File: config.mk
export PLATFORM = sky130hd
export DESIGN_NAME = pattern_det_param
export DESIGN_NICKNAME = d
export VERILOG_FILES = /design/src/rtl/pattern_det_param.sv
export SDC_FILE = /design/constraint.sdc
export NUM_CORES = 1
export LEC_CHECK = 0
export BUFFER_PORTS_ARGS = -buffer_cell sky130_fd_sc_hd__buf_2
export CORE_MARGIN = 8
export CORE_UTILIZATION = 50
export DETAILED_ROUTE_END_ITERATION = 8
export MAX_ROUTING_LAYER = met4
export PLACE_DENSITY = 0.82
export SYNTH_ARGS = -nofsm -noshare
export SYNTH_HDL_FRONTEND = slang
export SYNTH_SLANG_ARGS = --single-unit
File: constraint.sdc
create_clock -name clk -period 3.43 [get_ports clk]
set_input_delay 0.686 -clock clk [delete_from_list [all_inputs] [get_ports clk]]
set_output_delay 0.686 -clock clk [all_outputs]
set_load 0.05 [all_outputs]
File: src/rtl/pattern_det_param.sv
// -----------------------------------------------------------------------------
// pattern_det_param
//
// Bit-serial sequence detector with a parametrised pattern. Every accepted bit
// (in_valid=1) is shifted into a short history; when enough bits have been
// accepted and the history plus the current bit equals PATTERN, a detection
// is flagged and a saturating counter is advanced. The pattern is matched by
// plain shift/compare, so any LEN/PATTERN pair elaborates without a
// per-pattern state machine.
//
// Parameters
//   LEN      pattern length in bits, 2..32
//   PATTERN  pattern bits; the MSB is the first bit received
//   OVERLAP  1 = overlapping detection, 0 = no bit of a detection is reused
//   MOORE    0 = match is combinational (same cycle as the last bit)
//            1 = match is registered (cycle after the last bit)
//   CNT_W    width of the detection counter
//
// Ports
//   clk        in   1      clock, rising edge
//   rst        in   1      synchronous, active-high reset
//   in_valid   in   1      din is accepted only when in_valid=1
//   din        in   1      serial data bit
//   cnt_clr    in   1      synchronous clear of match_cnt (wins over a detection)
//   match      out  1      one pulse per detection
//   match_cnt  out  CNT_W  detections since reset/clear, saturating
//   cnt_sat    out  1      match_cnt is at its all-ones maximum
// -----------------------------------------------------------------------------
module pattern_det_param #(
    parameter int             LEN     = 5,
    parameter logic [LEN-1:0] PATTERN = 5'b00101,
    parameter bit             OVERLAP = 1'b1,
    parameter bit             MOORE   = 1'b0,
    parameter int             CNT_W   = 16
) (
    input  logic             clk,
    input  logic             rst,
    input  logic             in_valid,
    input  logic             din,
    input  logic             cnt_clr,
    output logic             match,
    output logic [CNT_W-1:0] match_cnt,
    output logic             cnt_sat
);

    // fill counts 0..LEN-1; LEN >= 2 keeps this at least one bit wide.
    localparam int                FILL_W   = $clog2(LEN);
    localparam logic [FILL_W-1:0] FILL_MAX = FILL_W'(LEN - 1);

    // Only the newest LEN-1 bits are ever compared again (the current din
    // supplies the last pattern bit), so the oldest history bit is not kept.
    logic [LEN-2:0]    hist;
    logic [FILL_W-1:0] fill;
    logic [FILL_W-1:0] fill_next;
    logic [LEN-1:0]    window;
    logic              full;
    logic              det;

    // Candidate pattern: stored history followed by the bit on the wire now.
    assign window = {hist, din};
    assign full   = (fill == FILL_MAX);

    // rst is folded in so the combinational match stays low during reset.
    assign det = in_valid & ~rst & full & (window == PATTERN);

    // NOTE: every signal written in always_comb gets a default first, so no
    // path can leave it unassigned and infer a latch.
    always_comb begin
        fill_next = fill;
        if (det && !OVERLAP) begin
            // Non-overlapping: the bits of this detection cannot be reused.
            fill_next = '0;
        end else if (!full) begin
            fill_next = fill + FILL_W'(1);
        end
    end

    // NOTE: state registers use non-blocking assignments so every flop samples
    // pre-edge values, independent of statement order.
    always_ff @(posedge clk) begin
        if (rst) begin
            hist <= '0;
            fill <= '0;
        end else if (in_valid) begin
            hist <= window[LEN-2:0];
            fill <= fill_next;
        end
    end

    // Saturating detection counter; a clear has priority over a detection.
    assign cnt_sat = &match_cnt;

    always_ff @(posedge clk) begin
        if (rst) begin
            match_cnt <= '0;
        end else if (cnt_clr) begin
            match_cnt <= '0;
        end else if (det && !cnt_sat) begin
            match_cnt <= match_cnt + CNT_W'(1);
        end
    end

    // Output timing: registered in Moore mode, so the pulse lands in the cycle
    // after the last bit even if in_valid has dropped by then. det is low on
    // invalid cycles, so the register clears itself after one cycle.
    generate
        if (MOORE) begin : g_moore
            logic match_r;

            always_ff @(posedge clk) begin
                if (rst) begin
                    match_r <= 1'b0;
                end else begin
                    match_r <= det;
                end
            end

            assign match = match_r;
        end else begin : g_mealy
            assign match = det;
        end
    endgenerate

endmodule

==> Implementation_results.wiki, run 1 <==
{| class="wikitable"
! Metric !! Value
|-
| Power Dens Cells || 319 mW/mm^2
|-
| Final standard cell count with taps included and fillers excluded || ~190
|-
| Iteration-0 DRC count of the detailed router || 44
|-
| Total number of vias || 1,156
|-
| Syn Std Cell Area || about 0.0012 sq mm
|-
| Diode insertion count for antenna repair || 0
|-
| Maximum Capacitance Violations || 0
|-
| TritonCTS clock tree || done
|-
| Pin count of the biggest net entering global routing || 15
|-
| Layout overhead on the synthesized area || 12.6%
|-
| Number of buffers inserted by hold repair at cts || 0
|-
| Period utilization || 0.826
|-
| Library cells used by synthesis || 36
|-
| Minimum setup slack among reg-to-reg paths || about 1.2 ns
|-
| NumNets Final || about 170
|-
| Crit path time final || 2.83 ns
|-
| Static Leakage || 0.558 nW
|-
| Cts repair resizes || 0
|-
| Clock-pin slew of the registers on the worst-case setup and hold paths || 0.12 ns
|-
| Total count of hold-check failures in the final report || 0
|-
| Postcts setup bufs || 0
|-
| Type of the setup path with the least slack || primary input to primary output
|-
| Number of antenna violations at the first check in global routing || 0
|-
| Placeable core area || 0.00223 sq mm
|-
| Drt drc || 0
|-
| Arrival time at the worst endpoint || 2.15 ns
|-
| Largest vdd supply drop || between 0.3 and 0.4 mV
|-
| Setup repair after global routing missed its margin || false
|-
| Grt total ovfl || 0
|-
| Num rows || 17
|-
| Final setup skew || 0.00295 ns
|-
| Max_slew headroom || 0.625
|-
| Endpoints failing setup || 0
|-
| Count of H-tree levels built during CTS || 1
|-
| First-pass GRT wire length || just under 5000 microns
|-
| Run status || finished, final reports clean
|-
| Required time worst endpoint || roughly 2.7 ns
|-
| Initial cell density of the core || 0.529
|-
| Routed len/inst || 14.5 microns
|-
| Cell count after synthesis || 138
|-
| Hpwl dp || roughly 2100 microns
|-
| Post-Route WL || about 2700 microns
|-
| Instance area at placement || around 0.0013 sq mm
|-
| Mapped Avg Cell Area || approximately 8.6 sq um
|-
| Instance count after placement with tap cells included || 182
|-
| Synth Net Count || about 150
|-
| Number of ports placed on the die boundary || 23
|-
| Max Buffers Root-to-Sink || 2
|-
| Synth Warn # || 0
|-
| Layout cells sized above 1 || 0.209
|-
| Library cell used as clock root buffer || sky130_fd_sc_hd__clkbuf_4
|-
| IO Port Bufs || 22
|-
| Total negative slack || 0 ns
|-
| CTS Buf Count || 3
|-
| # fillers || 212
|-
| Die area || about 0.0042 sq mm
|-
| CTS sink cnt || 23
|-
| Sequential cell area fraction in the yosys report || 0.390
|-
| Vias per cell || about 6.2
|-
| DIE WIDTH || ~65 microns
|-
| Weighted congestion reported at the end of routability-driven placement || 0.836
|-
| Kind of start point of the critical path || primary input
|-
| F_max || between 0.3 and 0.4 GHz
|-
| Maximum fanout along the worst path || 9
|-
| Number of register bits inferred by synthesis || 23
|-
| Number of routed nets with antenna violations || 0
|-
| Global router's overall resource usage || 0.140
|-
| Classification of the worst-slack hold path || flip-flop to flip-flop
|-
| Y dimension of the die || 64.6 microns
|-
| Pins Over Slew Limit || 0
|-
| Final instance area || 0.00133 sq mm
|-
| Crit. End Element || primary output
|-
| Via count of the first global-routing pass || 1,130
|-
| Clock latency on the worst-skew pair || 0.31 ns
|-
| Pin slew with the least headroom to its limit || 0.558 ns
|-
| Number of detailed-routing iterations run before antenna repair || 4
|}
[state kept, by name, summed over array words and instances, names as in the netlist]
name / count
match_cnt: 16
hist: 4
fill: 3
[placed cells by master, fill, tap and decap left out, drive strengths merged]
cell,n
a311oi,1
o21ai,4
dfxtp,23
a21oi,11
and4b,1
a41oi,1
or3b,1
inv,5
a41o,3
o31ai,4
nor3,5
or2,1
nor4,2
nor2,10
nand4b,1
o41ai,1
nand4bb,1
nand4,5
or4b,1
and3,1
mux2i,6
ha,3
or4,6
nand2,11
a31o,1
clkinv,1
nand3,8
a31oi,4
clkbuf,3
and4,3
xnor2,1
or3,5
buf,24
[cell families (layout without fill, tap and decap cells)]
group,after synthesis,after routing,synth area share
AO/OA/AOI/OAI,30,30,0.165
XOR/XNOR,1,1,0.00742
multiplexers,6,6,0.0508
buffers and inverters,13,33,0.0487
adder cells (fa/ha/maj),3,3,0.0318
flip-flops,23,23,0.390
AND/OR/NAND/NOR,62,62,0.306
[cells in the mapped netlist]
cell type,count,share of area
sky130_fd_sc_hd__a21oi_1,11,0.047
sky130_fd_sc_hd__or2_2,1,0.0053
sky130_fd_sc_hd__nor2_1,10,0.032
sky130_fd_sc_hd__nand4bb_1,1,0.0095
sky130_fd_sc_hd__ha_1,3,0.032
sky130_fd_sc_hd__a41o_1,3,0.025
sky130_fd_sc_hd__xnor2_1,1,0.0074
sky130_fd_sc_hd__nor3_1,5,0.021
sky130_fd_sc_hd__nand3_1,8,0.034
sky130_fd_sc_hd__buf_6,1,0.0095
sky130_fd_sc_hd__a41oi_1,1,0.0074
sky130_fd_sc_hd__a31o_2,1,0.0074
sky130_fd_sc_hd__and4b_1,1,0.0085
sky130_fd_sc_hd__inv_1,5,0.016
sky130_fd_sc_hd__a31oi_1,4,0.021
sky130_fd_sc_hd__nand4_1,5,0.026
sky130_fd_sc_hd__nand4b_1,1,0.0074
sky130_fd_sc_hd__o41ai_1,1,0.0074
sky130_fd_sc_hd__and4_1,3,0.022
sky130_fd_sc_hd__or3_2,1,0.0064
sky130_fd_sc_hd__a311oi_1,1,0.0074
sky130_fd_sc_hd__buf_2,1,0.0042
sky130_fd_sc_hd__clkbuf_1,5,0.016
sky130_fd_sc_hd__or4b_1,1,0.0085
sky130_fd_sc_hd__and3_1,1,0.0053
sky130_fd_sc_hd__nor4_2,1,0.011
sky130_fd_sc_hd__dfxtp_1,23,0.39
sky130_fd_sc_hd__or3b_4,1,0.0095
sky130_fd_sc_hd__o31ai_1,4,0.025
sky130_fd_sc_hd__nand2_1,11,0.035
sky130_fd_sc_hd__or4_1,6,0.038
sky130_fd_sc_hd__o21ai_0,4,0.017
sky130_fd_sc_hd__or3_1,4,0.021
sky130_fd_sc_hd__buf_1,1,0.0032
sky130_fd_sc_hd__mux2i_1,6,0.051
sky130_fd_sc_hd__nor4_1,1,0.0053
[routing by layer]
| metal | vias up | track usage | wire (microns) |
|---|---|---|---|
| li1 | 563 | - | - |
| met1 | 555 | 0.158 | 1220 |
| met2 | 34 | 0.234 | 1270 |
| met3 | 4 | 0.0430 | 176 |
| met4 | 0 | 0.0381 | 30 |
| met5 | - | - | 0 |
[cell type report]
type,count,area [sq um],share of cell area
clock buffers,3,22.5,0.0169
clock inverters,1,5.00,0.00376
inverters,5,18.8,0.0141
multi-input cells,102,663,0.499
flip-flops and latches,23,460,0.346
well taps,28,35.0,0.0263
repair buffers,24,125,0.0941
[worst paths after layout]
| kind | end | cells past startpoint | start |
|---|---|---|---|
| worst max-delay path | match | 5 | in_valid |
| worst min-delay path | fill[1] | 2 | fill[1] |
| worst max register to register | match_cnt[14] | 5 | match_cnt[0] |
| worst min register to register | fill[1] | 2 | fill[1] |
[per-stage QoR]
stage | utilization | hold slack, ns | setup slack [ns] | power (W)
detailed placement | 0.583 | 0.479 | 0.601 | 0.000307
global route | 0.596 | 0.525 | 0.529 | 0.000444
finish | 0.596 | 0.497 | 0.595 | 0.000424
floorplan | - | 0.453 | 0.753 | 0.000301
global placement | 0.583 | 0.467 | 0.652 | 0.000304
CTS | 0.596 | 0.496 | 0.604 | 0.000427
[power by group]
group          switching (W)  leakage [nW]  internal (W)
registers         0.00000257         0.186      0.000271
clock network      0.0000797        0.0177     0.0000435
logic              0.0000157         0.354     0.0000113
[worst max-delay path, stage by stage]
cell and delay (ns):
sky130_fd_sc_hd__buf_2 0.20, sky130_fd_sc_hd__or3b_4 0.42, sky130_fd_sc_hd__or3_1 0.41, sky130_fd_sc_hd__inv_1 0.14, sky130_fd_sc_hd__buf_2 0.29
No activity file was read; power rests on OpenSTA's default activity.
==> run 2: changes to the inputs <==
Settings changed: CORE_UTILIZATION 50 to 48, PLACE_DENSITY 0.82 to 0.83.
Clock period 3.43 ns to 2.4 ns, I/O delays scaled along.
==> Implementation_results.wiki, run 2 (synthesis gave the netlist of run 1 again) <==
{| class="wikitable"
! Metric !! Value
|-
| Run status || finished, final reports clean
|-
| Iteration-0 DRC count of the detailed router || 59
|-
| CTS Buf Count || 3
|-
| Classification of the worst-slack hold path || primary input to flip-flop
|-
| Internal power || 0.000468 W
|-
| Switching power summed over all nets || around 0.00015 W
|-
| Slowest cell on the critical path || sky130_fd_sc_hd__dfxtp_1
|-
| Layout cells sized above 1 || 0.253
|-
| Pin slew with the least headroom to its limit || around 0.63 ns
|-
| Largest vdd supply drop || around 0.32 mV
|-
| Clock latency on the worst-skew pair || 0.31 ns
|-
| Initial cell density of the core || 0.490
|-
| IO Port Bufs || 22
|-
| Number of routed nets with antenna violations || 0
|-
| Maximum Capacitance Violations || 0
|-
| DIE WIDTH || 65.6 microns
|-
| Leading cell type in the layout, fill and taps excluded || sky130_fd_sc_hd__dfxtp_1
|-
| Crit. End Element || primary output
|-
| F_max || between 0.4 and 0.5 GHz
|-
| Hpwl dp || around 2100 microns
|-
| First-pass GRT wire length || 4570 microns
|-
| TritonCTS clock tree || done
|-
| Final setup skew || roughly 0.0058 ns
|-
| Minimum setup slack among reg-to-reg paths || 0.30 ns
|-
| Total negative slack || 0 ns
|-
| Capturing point of the worst reg2reg path || match_cnt[14]
|-
| Layout overhead on the synthesized area || 16.6%
|-
| Global router's overall resource usage || 0.135
|-
| Startpoint of the worst setup timing path || match_cnt[1]
|-
| Total stage count of the critical path || 5
|-
| Flip-flop count of the largest register, all copies and words added || 16
|-
| NumNets Final || 171
|-
| Largest registers ranked by flip-flop count || match_cnt: 16 flops, hist: 4 flops, fill: 3 flops
|-
| Routed len/inst || 14.2 microns
|-
| Required time worst endpoint || 1.92 ns
|-
| Number of antenna violations at the first check in global routing || 0
|-
| Clock-pin slew of the registers on the worst-case setup and hold paths || 0.13 ns
|-
| Max Buffers Root-to-Sink || 2
|-
| Kind of start point of the critical path || flip-flop
|-
| Post-Route WL || 2730 microns
|-
| Num rows || 18
|-
| Share of total power in sequential cells || 0.636
|-
| Critical path capture point || cnt_sat
|-
| Crit path time final || 2.25 ns
|-
| Proportion of total power due to net switching || 0.239
|-
| Overall power of the completed layout || 0.000615 W
|-
| Max_slew headroom || 0.579
|-
| Period utilization || 0.937
|-
| Highest-count cells in the layout ignoring fill and taps || 22 x sky130_fd_sc_hd__dfxtp_1, 20 x sky130_fd_sc_hd__buf_2, 11 x sky130_fd_sc_hd__nand2_1, 11 x sky130_fd_sc_hd__a21oi_1, 10 x sky130_fd_sc_hd__nor2_1
|-
| Die area || 0.00430 sq mm
|-
| Type of the setup path with the least slack || flip-flop to primary output
|-
| Cell family contributing the most delay on the critical path || buffers and inverters
|-
| Weighted congestion reported at the end of routability-driven placement || 0.827
|-
| Setup repair after global routing missed its margin || false
|-
| Largest reg by FF count || match_cnt
|-
| Vias per cell || around 6
|-
| Arrival time at the worst endpoint || 1.77 ns
|-
| Via count of the first global-routing pass || 1,057
|-
| Launch instance of the worst register-to-register path || match_cnt[1]
|-
| Share of total power in combinational logic || 0.066
|-
| Diode insertion count for antenna repair || 0
|-
| Total number of vias || 1,156
|-
| Drt drc || 0
|-
| Y dimension of the die || 65.6 microns
|-
| Postcts setup bufs || 0
|-
| Static Leakage || 0.567 nW
|-
| Worst Hold Margin || 0.322 ns
|-
| Number of detailed-routing iterations run before antenna repair || 4
|-
| Total count of hold-check failures in the final report || 0
|-
| Endpoints failing setup || 0
|-
| Maximum fanout along the worst path || 14
|-
| Critical path cell sequence || ha_2 > and4_1 > nand4_1 > inv_4 > clkbuf_4
|-
| Placeable core area || 0.00241 sq mm
|-
| Library cell used as clock root buffer || sky130_fd_sc_hd__clkbuf_4
|-
| Critical path's largest stage delay || 0.41 ns
|-
| Grt total ovfl || 0
|-
| Number of buffers inserted by hold repair at cts || 0
|-
| Pin count of the biggest net entering global routing || 15
|-
| Count of H-tree levels built during CTS || 1
|-
| Power Dens Cells || 446 mW/mm^2
|-
| Cell depth of the worst flop-to-flop path || 5
|-
| Pins Over Slew Limit || 0
|-
| WP buf/inv || 2
|-
| CTS sink cnt || 23
|-
| Clock power frac || 0.298
|-
| Number of ports placed on the die boundary || 23
|}
==> run 2: per-layer routing <==
metal  GRT usage  up-vias  routed length (microns)
li1            -      570                        -
met1       0.149      544                     1180
met2       0.221       38                     1350
met3      0.0374        4                      159
met4      0.0599        0                       40
met5           -        -                        0
==> run 2: worst min-delay path by stage <==
stage / startpoint / end / slack [ns] / cells past startpoint
3_5_place_dp: fill[1] / fill[1] / 0.48 / 2
5_1_grt: rst / hist[3] / 0.32 / 2
6_report: rst / hist[3] / 0.32 / 2
4_1_cts: rst / hist[3] / 0.32 / 2
2_1_floorplan: hist[3] / hist[3] / 0.45 / 2
3_3_place_gp: fill[1] / fill[1] / 0.46 / 2
==> run 2: final cells by class <==
class                           count  area (sq um)
Fill cell                         207          1030
Inverter                            5          21.3
Tap cell                           30          37.5
Clock inverter                      1          5.00
Sequential cell                    23           462
Timing Repair Buffer               28           164
Multi-Input combinational cell    102           666
Clock buffer                        3          22.5
==> run 2: through the flow <==
step	area, sq um	util	instances	setup slack (ns)
CTS	1360	0.565	192	0.0642
global placement	1340	0.554	188	0.248
finish	1380	0.572	192	0.152
floorplan	1180	-	138	0.0176
global route	1380	0.572	192	0.00372
detailed placement	1340	0.554	188	0.180
==> run 2: what timing repair did <==
item	CTS	global route
pin swaps	0	0
gates resized for setup	1	8
endpoints found under the setup margin	1	2
endpoints found under the hold margin	0	0
==> run 2: power groups by stage <==
stage	registers [W]	clock network (W)	logic, W
finish	0.000391	0.000183	0.0000406
global route	0.000392	0.000210	0.0000468
CTS	0.000391	0.000191	0.0000407
detailed placement	0.000400	0	0.0000405
global placement	0.000399	0	0.0000381
floorplan	0.000399	0	0.0000311
==> run 3: changes to the inputs <==
Settings changed: CAP_MARGIN from default to 20, SETUP_SLACK_MARGIN from default to 0.3.
==> Implementation_results.wiki, run 3 (synthesis gave the netlist of run 1 again) <==
{| class="wikitable"
! Metric !! Value
|-
| Run status || finished, final reports clean
|-
| Num rows || 18
|-
| WP buf/inv || 2
|-
| Largest registers ranked by flip-flop count || match_cnt: 16 flops, hist: 4 flops, fill: 3 flops
|-
| # fillers || 211
|-
| Routed len/inst || 14.8 microns
|-
| Internal power || 0.000472 W
|-
| Worst slack at placement || 0.204 ns
|-
| Total number of vias || 1,169
|-
| Layout cells sized above 1 || 0.301
|-
| CTS sink cnt || 23
|-
| Share of total power in sequential cells || 0.625
|-
| Crit path time final || between 2 and 2.5 ns
|-
| Period utilization || 0.892
|-
| Slowest cell on the critical path || sky130_fd_sc_hd__or3b_4
|-
| Diode insertion count for antenna repair || 0
|-
| Max_slew headroom || 0.556
|-
| Pin count of the biggest net entering global routing || 15
|-
| Vias per cell || 6.06
|-
| Library cell used as clock root buffer || sky130_fd_sc_hd__clkbuf_4
|-
| Proportion of total power due to net switching || 0.241
|-
| Kind of start point of the critical path || flip-flop
|-
| Worst Hold Depth || 2
|-
| Final worst slack || 0.260 ns
|-
| Final setup skew || 0.00832 ns
|-
| Placeable core area || between 0.002 and 0.0025 sq mm
|-
| IO Port Bufs || 22
|-
| Weighted congestion reported at the end of routability-driven placement || between 0.8 and 0.9
|-
| Number of ports placed on the die boundary || 23
|-
| Clock power frac || 0.299
|-
| Number of buffers inserted by hold repair at cts || 0
|-
| Total count of hold-check failures in the final report || 0
|-
| DIE WIDTH || 65.6 microns
|-
| Total stage count of the critical path || 4
|-
| Crit. End Element || primary output
|-
| Largest reg by FF count || match_cnt
|-
| Clock-pin slew of the registers on the worst-case setup and hold paths || approximately 0.12 ns
|-
| First-pass GRT wire length || 4940 microns
|-
| NumNets Final || 172
|-
| Share of total power in combinational logic || 0.076
|-
| Static Leakage || a little under 0.6 nW
|-
| Final instance area || 0.00143 sq mm
|-
| Highest-count cells in the layout ignoring fill and taps || 20 x sky130_fd_sc_hd__buf_2, 19 x sky130_fd_sc_hd__dfxtp_1, 11 x sky130_fd_sc_hd__a21oi_1
|-
| Critical path cell sequence || or3b_4 > or3_4 > clkinvlp_4 > buf_8
|-
| Via count of the first global-routing pass || 1,123
|-
| Maximum Capacitance Violations || 0
|-
| Required time worst endpoint || 1.92 ns
|-
| Final standard cell count with taps included and fillers excluded || 193
|-
| Global router's overall resource usage || 0.146
|-
| Hpwl dp || 2060 microns
|-
| Max Buffers Root-to-Sink || 2
|-
| Number of routed nets with antenna violations || 0
|-
| Endpoints failing setup || 0
|-
| F_max || 0.467 GHz
|-
| Largest vdd supply drop || 0.362 mV
|-
| Classification of the worst-slack hold path || primary input to flip-flop
|-
| Utilization after layout || 0.592
|-
| Number of antenna violations at the first check in global routing || 0
|-
| Drt drc || 0
|-
| Grt total ovfl || 0
|-
| Clock latency on the worst-skew pair || 0.32 ns
|-
| Footprint of the flip-flops and latches || around 470 sq um
|-
| Instance count after placement with tap cells included || 187
|-
| Count of H-tree levels built during CTS || 1
|-
| Instance area at placement || 0.00134 sq mm
|-
| Initial cell density of the core || 0.490
|-
| Cell family contributing the most delay on the critical path || simple AND/OR/NAND/NOR gates
|-
| TritonCTS clock tree || done
|-
| Flip-flop count of the largest register, all copies and words added || 16
|-
| Pin slew with the least headroom to its limit || 0.660 ns
|-
| CTS Buf Count || 3
|-
| Critical path's largest stage delay || 0.41 ns
|-
| Die area || between 0.004 and 0.005 sq mm
|-
| Area taken by multi-input logic gates || 694 sq um
|-
| Layout overhead on the synthesized area || 20.8%
|-
| Leading cell type in the layout, fill and taps excluded || sky130_fd_sc_hd__buf_2
|-
| Cell depth of the worst flop-to-flop path || 5
|-
| Number of detailed-routing iterations run before antenna repair || 4
|-
| Total negative slack || 0 ns
|-
| Setup repair after global routing missed its margin || true
|-
| Arrival time at the worst endpoint || around 1.7 ns
|-
| Switching power summed over all nets || between 0.00015 and 0.0002 W
|-
| Y dimension of the die || 65.6 microns
|-
| Power Dens Cells || ~440 mW/mm^2
|-
| Pins Over Slew Limit || 0
|-
| Type of the setup path with the least slack || flip-flop to primary output
|-
| Maximum fanout along the worst path || 4
|-
| Iteration-0 DRC count of the detailed router || 63
|-
| Post-Route WL || approximately 2900 microns
|}
-- run 3: final cells by class --
type                    instances  share of cell area
multi-input cells             102               0.487
flip-flops and latches         23               0.330
repair buffers                 29               0.123
well taps                      30              0.0263
clock buffers                   4              0.0184
inverters                       5              0.0158
-- run 3: final timing paths --
kind                                     end    startpoint  slack [ns]
worst min-delay path                 hist[3]           rst        0.34
worst min register to register       fill[1]       fill[1]        0.49
worst max register to register  match_cnt[8]  match_cnt[0]        0.40
worst max-delay path                   match       hist[2]        0.26
-- run 3: metrics by stage --
stage          total power, W  hold WS (ns)
6_report             0.000622         0.336
5_1_grt              0.000653         0.338
4_1_cts              0.000617         0.337
3_5_place_dp         0.000438         0.471
3_3_place_gp         0.000435         0.459
2_1_floorplan        0.000428         0.453
-- run 3: per-layer routing --
layer	vias to the layer above	part of all wire	track usage
met4	0	0.029	0.0817
met1	547	0.43	0.165
met2	40	0.47	0.229
li1	572	-	-
met5	-	0	-
met3	10	0.068	0.0408
-- run 3: what timing repair did --
item                                    4_1_cts  5_1_grt
endpoints found under the setup margin        2        6
pin swaps                                     0        1
setup buffers                                 2        0
gates resized for setup                       8        5
-- run 3: power groups by stage --
stage | Combinational, W | Sequential, W | Clock [W]
after floorplan | 0.0000319 | 0.000396 | 0
after global placement | 0.0000383 | 0.000397 | 0
after detailed placement | 0.0000408 | 0.000397 | 0
after CTS | 0.0000422 | 0.000389 | 0.000186
after global routing | 0.0000557 | 0.000390 | 0.000207
final | 0.0000472 | 0.000389 | 0.000186
